==> src/rtl/mips_multicycle_control_if.sv <==
// Control bundle between the multi-cycle MIPS main controller and its datapath.
// The master side is the controller; the slave side is the datapath.
interface mips_multicycle_control_if #(
    parameter int RETIRE_W = 16
);
    logic [5:0]          opcode;
    logic                mem_ready;
    logic                pc_write;
    logic                pc_write_cond;
    logic                i_or_d;
    logic                mem_read;
    logic                mem_write;
    logic                ir_write;
    logic                mem_to_reg;
    logic                reg_dst;
    logic                reg_write;
    logic                alu_src_a;
    logic [1:0]          alu_src_b;
    logic [1:0]          alu_op;
    logic [1:0]          pc_source;
    logic [3:0]          state;
    logic                instr_done;
    logic                illegal_op;
    logic [RETIRE_W-1:0] retired_count;

    modport master (
        input  opcode, mem_ready,
        output pc_write, pc_write_cond, i_or_d, mem_read, mem_write, ir_write,
               mem_to_reg, reg_dst, reg_write, alu_src_a, alu_src_b, alu_op,
               pc_source, state, instr_done, illegal_op, retired_count
    );

    modport slave (
        output opcode, mem_ready,
        input  pc_write, pc_write_cond, i_or_d, mem_read, mem_write, ir_write,
               mem_to_reg, reg_dst, reg_write, alu_src_a, alu_src_b, alu_op,
               pc_source, state, instr_done, illegal_op, retired_count
    );
endinterface

==> src/rtl/mips_multicycle_control.sv <==
// Main control FSM for the multi-cycle MIPS datapath: sequences fetch/decode/
// execute/memory/writeback, stalls on mem_ready and traps unsupported opcodes.
module mips_multicycle_control #(
    parameter int RETIRE_W = 16
) (
    input  logic                       clk,
    input  logic                       rst_n,
    mips_multicycle_control_if.master  ctrl_if
);

    typedef enum logic [3:0] {
        FETCH     = 4'd0,
        DECODE    = 4'd1,
        MEM_ADDR  = 4'd2,
        MEM_READ  = 4'd3,
        MEM_WB    = 4'd4,
        MEM_WRITE = 4'd5,
        EXECUTE   = 4'd6,
        R_WB      = 4'd7,
        BRANCH    = 4'd8,
        JUMP      = 4'd9,
        ADDI_EXEC = 4'd10,
        ADDI_WB   = 4'd11,
        TRAP      = 4'd15
    } state_e;

    localparam logic [5:0] OP_RTYPE = 6'b000000;
    localparam logic [5:0] OP_LW    = 6'b100011;
    localparam logic [5:0] OP_SW    = 6'b101011;
    localparam logic [5:0] OP_BEQ   = 6'b000100;
    localparam logic [5:0] OP_J     = 6'b000010;
    localparam logic [5:0] OP_ADDI  = 6'b001000;

    state_e              state_q, state_d;
    logic [RETIRE_W-1:0] retired_q, retired_d;
    logic                done;

    always_comb begin
        state_d = FETCH;
        case (state_q)
            FETCH:     state_d = ctrl_if.mem_ready ? DECODE : FETCH;
            DECODE: begin
                case (ctrl_if.opcode)
                    OP_LW, OP_SW: state_d = MEM_ADDR;
                    OP_RTYPE:     state_d = EXECUTE;
                    OP_BEQ:       state_d = BRANCH;
                    OP_J:         state_d = JUMP;
                    OP_ADDI:      state_d = ADDI_EXEC;
                    default:      state_d = TRAP;
                endcase
            end
            MEM_ADDR:  state_d = (ctrl_if.opcode == OP_LW) ? MEM_READ : MEM_WRITE;
            MEM_READ:  state_d = ctrl_if.mem_ready ? MEM_WB : MEM_READ;
            MEM_WRITE: state_d = ctrl_if.mem_ready ? FETCH : MEM_WRITE;
            EXECUTE:   state_d = R_WB;
            ADDI_EXEC: state_d = ADDI_WB;
            TRAP:      state_d = TRAP;
            default:   state_d = FETCH;
        endcase
    end

    // A store retires in the cycle memory accepts it; everything else retires in its final state.
    always_comb begin
        done = 1'b0;
        case (state_q)
            MEM_WB, R_WB, ADDI_WB, BRANCH, JUMP: done = 1'b1;
            MEM_WRITE:                           done = ctrl_if.mem_ready;
            default:                             done = 1'b0;
        endcase
    end

    assign retired_d = done ? retired_q + 1'b1 : retired_q;

    always_ff @(posedge clk or negedge rst_n) begin
        if (!rst_n) begin
            state_q   <= FETCH;
            retired_q <= '0;
        end else begin
            state_q   <= state_d;
            retired_q <= retired_d;
        end
    end

    // Outputs are gated by rst_n so FETCH's mem_read cannot leak out while reset is held.
    always_comb begin
        ctrl_if.pc_write      = 1'b0;
        ctrl_if.pc_write_cond = 1'b0;
        ctrl_if.i_or_d        = 1'b0;
        ctrl_if.mem_read      = 1'b0;
        ctrl_if.mem_write     = 1'b0;
        ctrl_if.ir_write      = 1'b0;
        ctrl_if.mem_to_reg    = 1'b0;
        ctrl_if.reg_dst       = 1'b0;
        ctrl_if.reg_write     = 1'b0;
        ctrl_if.alu_src_a     = 1'b0;
        ctrl_if.alu_src_b     = 2'b00;
        ctrl_if.alu_op        = 2'b00;
        ctrl_if.pc_source     = 2'b00;
        ctrl_if.illegal_op    = 1'b0;
        ctrl_if.instr_done    = 1'b0;
        if (rst_n) begin
            ctrl_if.instr_done = done;
            case (state_q)
                FETCH: begin
                    ctrl_if.mem_read  = 1'b1;
                    ctrl_if.alu_src_b = 2'b01;
                    ctrl_if.ir_write  = ctrl_if.mem_ready;
                    ctrl_if.pc_write  = ctrl_if.mem_ready;
                end
                DECODE: ctrl_if.alu_src_b = 2'b11;
                MEM_ADDR, ADDI_EXEC: begin
                    ctrl_if.alu_src_a = 1'b1;
                    ctrl_if.alu_src_b = 2'b10;
                end
                MEM_READ: begin
                    ctrl_if.mem_read = 1'b1;
                    ctrl_if.i_or_d   = 1'b1;
                end
                MEM_WB: begin
                    ctrl_if.reg_write  = 1'b1;
                    ctrl_if.mem_to_reg = 1'b1;
                end
                MEM_WRITE: begin
                    ctrl_if.mem_write = 1'b1;
                    ctrl_if.i_or_d    = 1'b1;
                end
                EXECUTE: begin
                    ctrl_if.alu_src_a = 1'b1;
                    ctrl_if.alu_op    = 2'b10;
                end
                R_WB: begin
                    ctrl_if.reg_write = 1'b1;
                    ctrl_if.reg_dst   = 1'b1;
                end
                ADDI_WB: ctrl_if.reg_write = 1'b1;
                BRANCH: begin
                    ctrl_if.alu_src_a     = 1'b1;
                    ctrl_if.alu_op        = 2'b01;
                    ctrl_if.pc_write_cond = 1'b1;
                    ctrl_if.pc_source     = 2'b01;
                end
                JUMP: begin
                    ctrl_if.pc_write  = 1'b1;
                    ctrl_if.pc_source = 2'b10;
                end
                TRAP:    ctrl_if.illegal_op = 1'b1;
                default: ;
            endcase
        end
    end

    assign ctrl_if.state         = state_q;
    assign ctrl_if.retired_count = retired_q;

endmodule

==> src/flat_wrapper.sv <==
// flat-port wrapper written by rule: the top's interface ports become plain ports
module mips_multicycle_control_flat 
#(
    parameter int RETIRE_W = 16
)
  (clk, rst_n, ctrl_if_opcode, ctrl_if_mem_ready, ctrl_if_pc_write, ctrl_if_pc_write_cond, ctrl_if_i_or_d, ctrl_if_mem_read, ctrl_if_mem_write, ctrl_if_ir_write, ctrl_if_mem_to_reg, ctrl_if_reg_dst, ctrl_if_reg_write, ctrl_if_alu_src_a, ctrl_if_alu_src_b, ctrl_if_alu_op, ctrl_if_pc_source, ctrl_if_state, ctrl_if_instr_done, ctrl_if_illegal_op, ctrl_if_retired_count);
  mips_multicycle_control_if #(.RETIRE_W(RETIRE_W)) ctrl_if_i ();
  input  logic clk;
  input  logic rst_n;
  input wire logic [$bits(ctrl_if_i.opcode)-1:0] ctrl_if_opcode;
  input wire logic [$bits(ctrl_if_i.mem_ready)-1:0] ctrl_if_mem_ready;
  output wire logic [$bits(ctrl_if_i.pc_write)-1:0] ctrl_if_pc_write;
  output wire logic [$bits(ctrl_if_i.pc_write_cond)-1:0] ctrl_if_pc_write_cond;
  output wire logic [$bits(ctrl_if_i.i_or_d)-1:0] ctrl_if_i_or_d;
  output wire logic [$bits(ctrl_if_i.mem_read)-1:0] ctrl_if_mem_read;
  output wire logic [$bits(ctrl_if_i.mem_write)-1:0] ctrl_if_mem_write;
  output wire logic [$bits(ctrl_if_i.ir_write)-1:0] ctrl_if_ir_write;
  output wire logic [$bits(ctrl_if_i.mem_to_reg)-1:0] ctrl_if_mem_to_reg;
  output wire logic [$bits(ctrl_if_i.reg_dst)-1:0] ctrl_if_reg_dst;
  output wire logic [$bits(ctrl_if_i.reg_write)-1:0] ctrl_if_reg_write;
  output wire logic [$bits(ctrl_if_i.alu_src_a)-1:0] ctrl_if_alu_src_a;
  output wire logic [$bits(ctrl_if_i.alu_src_b)-1:0] ctrl_if_alu_src_b;
  output wire logic [$bits(ctrl_if_i.alu_op)-1:0] ctrl_if_alu_op;
  output wire logic [$bits(ctrl_if_i.pc_source)-1:0] ctrl_if_pc_source;
  output wire logic [$bits(ctrl_if_i.state)-1:0] ctrl_if_state;
  output wire logic [$bits(ctrl_if_i.instr_done)-1:0] ctrl_if_instr_done;
  output wire logic [$bits(ctrl_if_i.illegal_op)-1:0] ctrl_if_illegal_op;
  output wire logic [$bits(ctrl_if_i.retired_count)-1:0] ctrl_if_retired_count;
  assign ctrl_if_i.opcode = ctrl_if_opcode;
  assign ctrl_if_i.mem_ready = ctrl_if_mem_ready;
  assign ctrl_if_pc_write = ctrl_if_i.pc_write;
  assign ctrl_if_pc_write_cond = ctrl_if_i.pc_write_cond;
  assign ctrl_if_i_or_d = ctrl_if_i.i_or_d;
  assign ctrl_if_mem_read = ctrl_if_i.mem_read;
  assign ctrl_if_mem_write = ctrl_if_i.mem_write;
  assign ctrl_if_ir_write = ctrl_if_i.ir_write;
  assign ctrl_if_mem_to_reg = ctrl_if_i.mem_to_reg;
  assign ctrl_if_reg_dst = ctrl_if_i.reg_dst;
  assign ctrl_if_reg_write = ctrl_if_i.reg_write;
  assign ctrl_if_alu_src_a = ctrl_if_i.alu_src_a;
  assign ctrl_if_alu_src_b = ctrl_if_i.alu_src_b;
  assign ctrl_if_alu_op = ctrl_if_i.alu_op;
  assign ctrl_if_pc_source = ctrl_if_i.pc_source;
  assign ctrl_if_state = ctrl_if_i.state;
  assign ctrl_if_instr_done = ctrl_if_i.instr_done;
  assign ctrl_if_illegal_op = ctrl_if_i.illegal_op;
  assign ctrl_if_retired_count = ctrl_if_i.retired_count;
  mips_multicycle_control #(.RETIRE_W(RETIRE_W)) u_core (.clk(clk), .rst_n(rst_n), .ctrl_if(ctrl_if_i));
endmodule
==> config.mk <==
export PLATFORM = sky130hd
export DESIGN_NAME = mips_multicycle_control_flat
export DESIGN_NICKNAME = d
export VERILOG_FILES = /design/src/rtl/mips_multicycle_control_if.sv /design/src/rtl/mips_multicycle_control.sv /design/src/flat_wrapper.sv
export SDC_FILE = /design/constraint.sdc
export NUM_CORES = 1
export LEC_CHECK = 0
export CAP_MARGIN = 20
export CORE_ASPECT_RATIO = 0.9
export CORE_MARGIN = 4
export CORE_UTILIZATION = 48
export DETAILED_ROUTE_END_ITERATION = 12
export GPL_TIMING_DRIVEN = 0
export PLACE_DENSITY = 0.84
export SLEW_MARGIN = 10
export SYNTH_ARGS = -nofsm -noshare
export SYNTH_HDL_FRONTEND = slang
export SYNTH_SLANG_ARGS = --single-unit
==> constraint.sdc <==
create_clock -name clk -period 2.9 [get_ports clk]
set_input_delay 0.58 -clock clk [delete_from_list [all_inputs] [get_ports clk]]
set_output_delay 0.58 -clock clk [all_outputs]
set_load 0.02 [all_outputs]
==> results of run 1 <==
==> cell usage after synthesis <==
master | n | area [um2]
nand2_1 | 12 | 45.04
a22o_1 | 1 | 8.760
ha_1 | 1 | 12.51
o2111a_1 | 1 | 11.26
o2111ai_1 | 1 | 8.760
a21oi_2 | 1 | 8.760
o31ai_1 | 1 | 7.510
inv_1 | 3 | 11.26
nand3b_1 | 2 | 15.01
clkbuf_1 | 5 | 18.77
nor4b_1 | 1 | 8.760
a211o_2 | 1 | 10.01
xor2_1 | 2 | 17.52
a2111oi_0 | 1 | 8.760
a21boi_0 | 1 | 7.510
and4_1 | 1 | 8.760
a32o_1 | 2 | 20.02
or2_2 | 2 | 12.51
and4b_2 | 1 | 11.26
nor3b_1 | 1 | 7.510
nor3_1 | 10 | 50.05
a211o_1 | 1 | 8.760
a21oi_1 | 4 | 20.02
and2_1 | 1 | 6.260
o32ai_1 | 1 | 8.760
or4_4 | 1 | 11.26
nor4_1 | 1 | 6.260
nand3_1 | 5 | 25.02
o211ai_1 | 2 | 15.01
dfrtp_1 | 20 | 500.5
nand2b_1 | 5 | 31.28
xnor2_1 | 17 | 148.9
nor2_1 | 13 | 48.80
and3b_1 | 1 | 8.760
buf_1 | 1 | 3.750
and3_1 | 4 | 25.02
buf_6 | 2 | 22.52
buf_4 | 2 | 15.01
o21ai_0 | 5 | 25.02
and3_2 | 1 | 7.510
o2111a_2 | 1 | 12.51
nand4_1 | 11 | 68.82
o21a_1 | 1 | 7.510
buf_2 | 1 | 5.000
==> layer usage <==
metal	part of all wire [%]	GRT usage, %	vias up
met5	0	0	-
met4	0	2.769	0
met3	5.4	3.488	0
met2	48	33.18	43
met1	46	26.14	642
li1	-	-	658
==> metrics by stage <==
step,setup slack [ns],TNS (ns),cell area (um2),hold WS [ns],utilization [%]
finish,0.09606,0,1897,0.09651,74.31
detailed placement,-1.033,-13.23,1828,0.4774,71.62
global placement,-0.9675,-12.39,1828,0.4610,71.62
floorplan,0.2803,0,1343,0.2844,-
global route,0.03555,0,1897,0.08584,74.31
CTS,0.002311,0,1857,0.1443,72.75
==> sequential cells by signal, indices dropped and copies added, names as in the netlist <==
signal and cells:
u_core.ctrl_if.retired_count 16, u_core.ctrl_if.state 4
==> logic make-up (layout without fill, tap and decap cells) <==
family,Yosys count,after routing
fa+ha+maj,1,1
compound gates,25,25
xor+xnor,19,19
simple gates,73,73
flops,20,20
buf+inv,14,65
==> worst paths after layout <==
check / slack, ns / startpoint / endpoint / depth (start not counted)
hold reg to reg: 0.49 / u_core.ctrl_if.retired_count[15] / u_core.ctrl_if.retired_count[15] / 1
hold / removal: 0.1 / rst_n / u_core.ctrl_if.retired_count[6] / 1
setup reg to reg: 1.30 / u_core.ctrl_if.state[1] / u_core.ctrl_if.retired_count[9] / 6
max in group asynchronous: 2.61 / rst_n / u_core.ctrl_if.state[1] / 1
setup / recovery: 0.1 / ctrl_if_mem_ready / ctrl_if_instr_done / 6
min in group clk: 0.49 / u_core.ctrl_if.retired_count[15] / u_core.ctrl_if.retired_count[15] / 1
==> timing repair <==
action / in CTS / in global routing
buffers inserted: 0 / 3
resized for setup: 11 / 9
pin swaps: 0 / 1
endpoints found under the setup margin: 18 / 8
==> power by group <==
part           switching [uW]  total, uW  internal [uW]
registers                96.7        445            348
logic                     544       1010            471
clock network            78.3        127           48.3
total                     719       1590            867
==> cells in the final DEF, fill, tap and decap left out, types with 4 or more instances in the layout <==
| master | n |
|---|---|
| nand4_1 | 11 |
| o21ai_0 | 5 |
| nor3_1 | 9 |
| clkdlybuf4s50_1 | 43 |
| nand2b_1 | 4 |
| nor2_1 | 13 |
| buf_4 | 5 |
| and3_1 | 4 |
| xnor2_1 | 17 |
| dfrtp_1 | 19 |
| nand3_1 | 5 |
| nand2_1 | 12 |
| a21oi_1 | 4 |
| clkbuf_4 | 4 |
==> final cells by class <==
| type | count | area share, % |
|---|---|---|
| multi-input cells | 118 | 41.09 |
| flip-flops and latches | 20 | 26.45 |
| repair buffers | 48 | 25.00 |
| plain buffers | 11 | 3.826 |
| well taps | 28 | 1.847 |
| clock buffers | 3 | 1.187 |
| inverters | 3 | 0.5937 |
==> worst max-delay path, stage by stage <==
cell and delay [ns]:
clkdlybuf4s15_1 0.28, nand2b_1 0.22, o2111a_2 0.32, buf_6 0.15, and2_1 0.15, clkdlybuf4s50_1 0.53
==> impl_metrics.env, run 1 <==
export IMPL_groute_usage_overall_pct=19.35
export IMPL_grt_pass1_vias=1251
export IMPL_instances_no_fill=231
export IMPL_yosys_area_share_simple_pct=29.64
export IMPL_n_antenna_cell=0
export IMPL_io_pins=47
export IMPL_synth_compound_area_share_pct=14.07
export IMPL_multi_input_area_um2=779.5
export IMPL_gp_congestion=0.8461
export IMPL_grt_setup_unrepaired="false"
export IMPL_cp_end_kind="primary output"
export IMPL_first_iter_violations=102
export IMPL_fp_dieArea_um2=3708
export IMPL_post_drt_wl_per_cell_um=15.03
export IMPL_clk_pin_slew_worst_paths_ns=0.11
export IMPL_grt_pass1_wl_um=5871
export IMPL_timing_final_hold_violations=0
export IMPL_vias=1343
export IMPL_syn_area_per_cell_um2=8.832
export IMPL_tightest_slew_ns=0.4756
export IMPL_period_needed_ns=2.804
export IMPL_syn_area_um2=1343
export IMPL_peakVddDrop_uv=438.1
export IMPL_place_hpwl_um=2698
export IMPL_path_class="input pin to primary output"
export IMPL_setup_viol=0
export IMPL_synth_warnings=0
export IMPL_clk_latency_ns=0.29
export IMPL_dp_cells=225
export IMPL_h_tree_depth=1
export IMPL_max_freq_mhz=356.6
export IMPL_ys_ff_latch=20
export IMPL_clock_sinks=20
export IMPL_ant_nets=0
export IMPL_grt_antenna_before_repair=0
export IMPL_cts_tree="yes"
export IMPL_critPathArrivalTime_ns=2.22
export IMPL_grt_max_degree=22
export IMPL_synth_xor_area_share_pct=12.40
export IMPL_synth_top_family_by_area="simple AND/OR/NAND/NOR gates"
export IMPL_cts_buffers=3
export IMPL_muxShareOfSynthArea_pct=0
export IMPL_worstSetupStartpointType="input pin"
export IMPL_route_final_wire_length_um=3471
export IMPL_cts_root_buf="clkbuf_4"
export IMPL_syn_inst=152
export IMPL_clockBufferDepth=2
export IMPL_initial_core_util_pct=52.60
export IMPL_syn_to_final_growth_pct=41.29
export IMPL_overflow=0
export IMPL_synth_nets=162
export IMPL_drv_cap=0
export IMPL_clock_skew_final_ns=0.008574
export IMPL_die_x_um=63.75
export IMPL_yosysSeqAreaShare_pct=37.28
export IMPL_synth_cell_types=44
export IMPL_cellPowerDensity_nw_per_um2=836.2
export IMPL_timing_slew_headroom_pct=68.29
export IMPL_ctsHoldBuffers=0
export IMPL_layout_drive_gt1_share_pct=13.79
export IMPL_firstDrtPassIters=4
export IMPL_fin_nets=215
export IMPL_port_buffers=45
export IMPL_rows=17
export IMPL_die_h_um=58.17
export IMPL_status="completed"
export IMPL_drt_vias_per_instance=5.814
export IMPL_hp_class="input pin to async pin"
export IMPL_nFillCells=199
export IMPL_seq_area_um2=501.7
export IMPL_required_ns=2.32
export IMPL_slew_violations=0
export IMPL_core_area_um2=2552
export IMPL_drc=0
export IMPL_p_leak_uw=0.0007438
export IMPL_total_power_uw=1586
export IMPL_synthAdderAreaFrac_pct=0.9320
export IMPL_crit_fanout=10
export IMPL_fin_crit_sh_pct=96.69
Power figures use the tool's default switching activity.
==> run 2, diff against run 1 <==
Clock period 2.9 ns to 3.5 ns, I/O delays scaled along.
==> impl_metrics.env, run 2 (synthesis gave the netlist of run 1 again) <==
export IMPL_ctsHoldBuffers=0
export IMPL_worstSetupStartpointType="input pin"
export IMPL_initial_core_util_pct=52.60
export IMPL_timing_final_hold_violations=0
export IMPL_crit_fanout=10
export IMPL_crit_top_cell="clkdlybuf4s50_1"
export IMPL_core_area_um2=2552
export IMPL_gp_congestion=0.8461
export IMPL_crit_start="ctrl_if_mem_ready"
export IMPL_cellPowerDensity_nw_per_um2=685.1
export IMPL_largest_reg_flops=16
export IMPL_first_iter_violations=81
export IMPL_cts_tree="yes"
export IMPL_port_buffers=45
export IMPL_crit_buf_inv=3
export IMPL_cts_root_buf="clkbuf_4"
export IMPL_clk_pin_slew_worst_paths_ns=0.11
export IMPL_path_class="input pin to primary output"
export IMPL_overflow=0
export IMPL_mostFrequentLayoutCell="clkdlybuf4s50_1"
export IMPL_seqPwrFrac_pct=29.5
export IMPL_clock_sinks=20
export IMPL_grt_pass1_vias=1248
export IMPL_fin_nets=211
export IMPL_die_h_um=58.17
export IMPL_timing_slew_headroom_pct=61.89
export IMPL_sw_frac_of_total_pct=45.79
export IMPL_slew_violations=0
export IMPL_total_power_uw=1262
export IMPL_cp_cell_sequence="clkdlybuf4s50_1 > nand2b_1 > o2111a_2 > buf_6 > and2_1 > clkdlybuf4s50_1"
export IMPL_hp_class="input pin to async pin"
export IMPL_die_x_um=63.75
export IMPL_p_int_uw=684.1
export IMPL_required_ns=2.80
export IMPL_ant_nets=0
export IMPL_path_delay_family="buffers and inverters"
export IMPL_grt_antenna_before_repair=0
export IMPL_grt_max_degree=22
export IMPL_layout_drive_gt1_share_pct=8.543
export IMPL_route_final_wire_length_um=3391
export IMPL_fin_crit_sh_pct=95.30
export IMPL_place_hpwl_um=2698
export IMPL_r2r_start="u_core.ctrl_if.state[1]"
export IMPL_clk_latency_ns=0.29
export IMPL_tightest_slew_ns=0.5716
export IMPL_cpPeakStageDelay_ns=0.60
export IMPL_drc=0
export IMPL_period_needed_ns=3.335
export IMPL_groute_usage_overall_pct=19.35
export IMPL_clockBufferDepth=2
export IMPL_grt_setup_unrepaired="false"
export IMPL_setup_viol=0
export IMPL_clkPwrFrac_pct=8.2
export IMPL_power_switching_uw=577.8
export IMPL_combPwrFrac_pct=62.2
export IMPL_drv_cap=0
export IMPL_syn_to_final_growth_pct=37.19
export IMPL_mostFrequentLayoutCells="44 x clkdlybuf4s50_1, 20 x dfrtp_1, 17 x xnor2_1"
export IMPL_io_pins=47
export IMPL_status="completed"
export IMPL_drt_vias_per_instance=5.885
export IMPL_nFillCells=206
export IMPL_n_antenna_cell=0
export IMPL_peakVddDrop_uv=347.9
export IMPL_firstDrtPassIters=4
export IMPL_max_freq_mhz=299.8
export IMPL_post_drt_wl_per_cell_um=14.94
export IMPL_vias=1336
export IMPL_holdWs_ns=0.3844
export IMPL_clock_skew_final_ns=0.008603
export IMPL_grt_pass1_wl_um=5865
export IMPL_rows=17
export IMPL_cts_buffers=3
export IMPL_cp_end_kind="primary output"
export IMPL_p_leak_uw=0.0007094
export IMPL_critPathArrivalTime_ns=2.64
export IMPL_fp_dieArea_um2=3708
export IMPL_h_tree_depth=1
export IMPL_crit_path_top_delay_cell="clkdlybuf4s50_1"
[run 2: area by class of cell]
type	count	area (um2)	share of cell area [%]
inverter	3	11.26	0.6114
timing repair buffer	45	445.4	24.18
clock buffer	3	22.52	1.223
buffer	10	61.31	3.329
tap	28	35.03	1.902
multi-input combinational	118	765.7	41.58
sequential	20	500.5	27.17
[run 2: timing repair]
action                     4_1_cts  5_1_grt
cloned                           0        0
resized for setup                5        0
buffers inserted                 0        0
setup endpoints to repair       18        4
[run 2: power by group through the flow]
stage | clock network [uW] | logic [uW] | registers (uW)
2_1_floorplan | 0 | 434 | 423
3_3_place_gp | 0 | 782 | 371
3_5_place_dp | 0 | 789 | 377
4_1_cts | 109 | 789 | 372
5_1_grt | 120 | 857 | 388
6_report | 104 | 785 | 373
[run 2: path summary, 6_finish.rpt]
path	end	depth (start not counted)	slack, ns
setup reg to reg	u_core.ctrl_if.retired_count[11]	6	1.77
max in group asynchronous	u_core.ctrl_if.retired_count[14]	1	2.73
hold / removal	u_core.ctrl_if.retired_count[6]	1	0.38
setup / recovery	ctrl_if_instr_done	6	0.16
min in group clk	u_core.ctrl_if.retired_count[15]	1	0.49
hold reg to reg	u_core.ctrl_if.retired_count[15]	1	0.49
[run 2: metrics by stage]
stage          utilization [%]  setup TNS (ns)  area [um2]  instances  worst slack, ns
2_1_floorplan                -               0        1343        152           0.6403
3_3_place_gp             71.62          -5.907        1828        225          -0.6075
3_5_place_dp             71.62          -6.747        1828        225          -0.6730
4_1_cts                  72.30               0        1846        228          0.05788
5_1_grt                  72.16               0        1842        227          0.05977
6_report                 72.16               0        1842        227           0.1645
[run 2: layer usage]
metal  part of all wire (%)  track usage, %  vias up
met4                      0           2.769        0
li1                       -               -      647
met5                      0               0        -
met1                     45           26.26      642
met3                    4.9           3.488        0
met2                     50           33.04       47
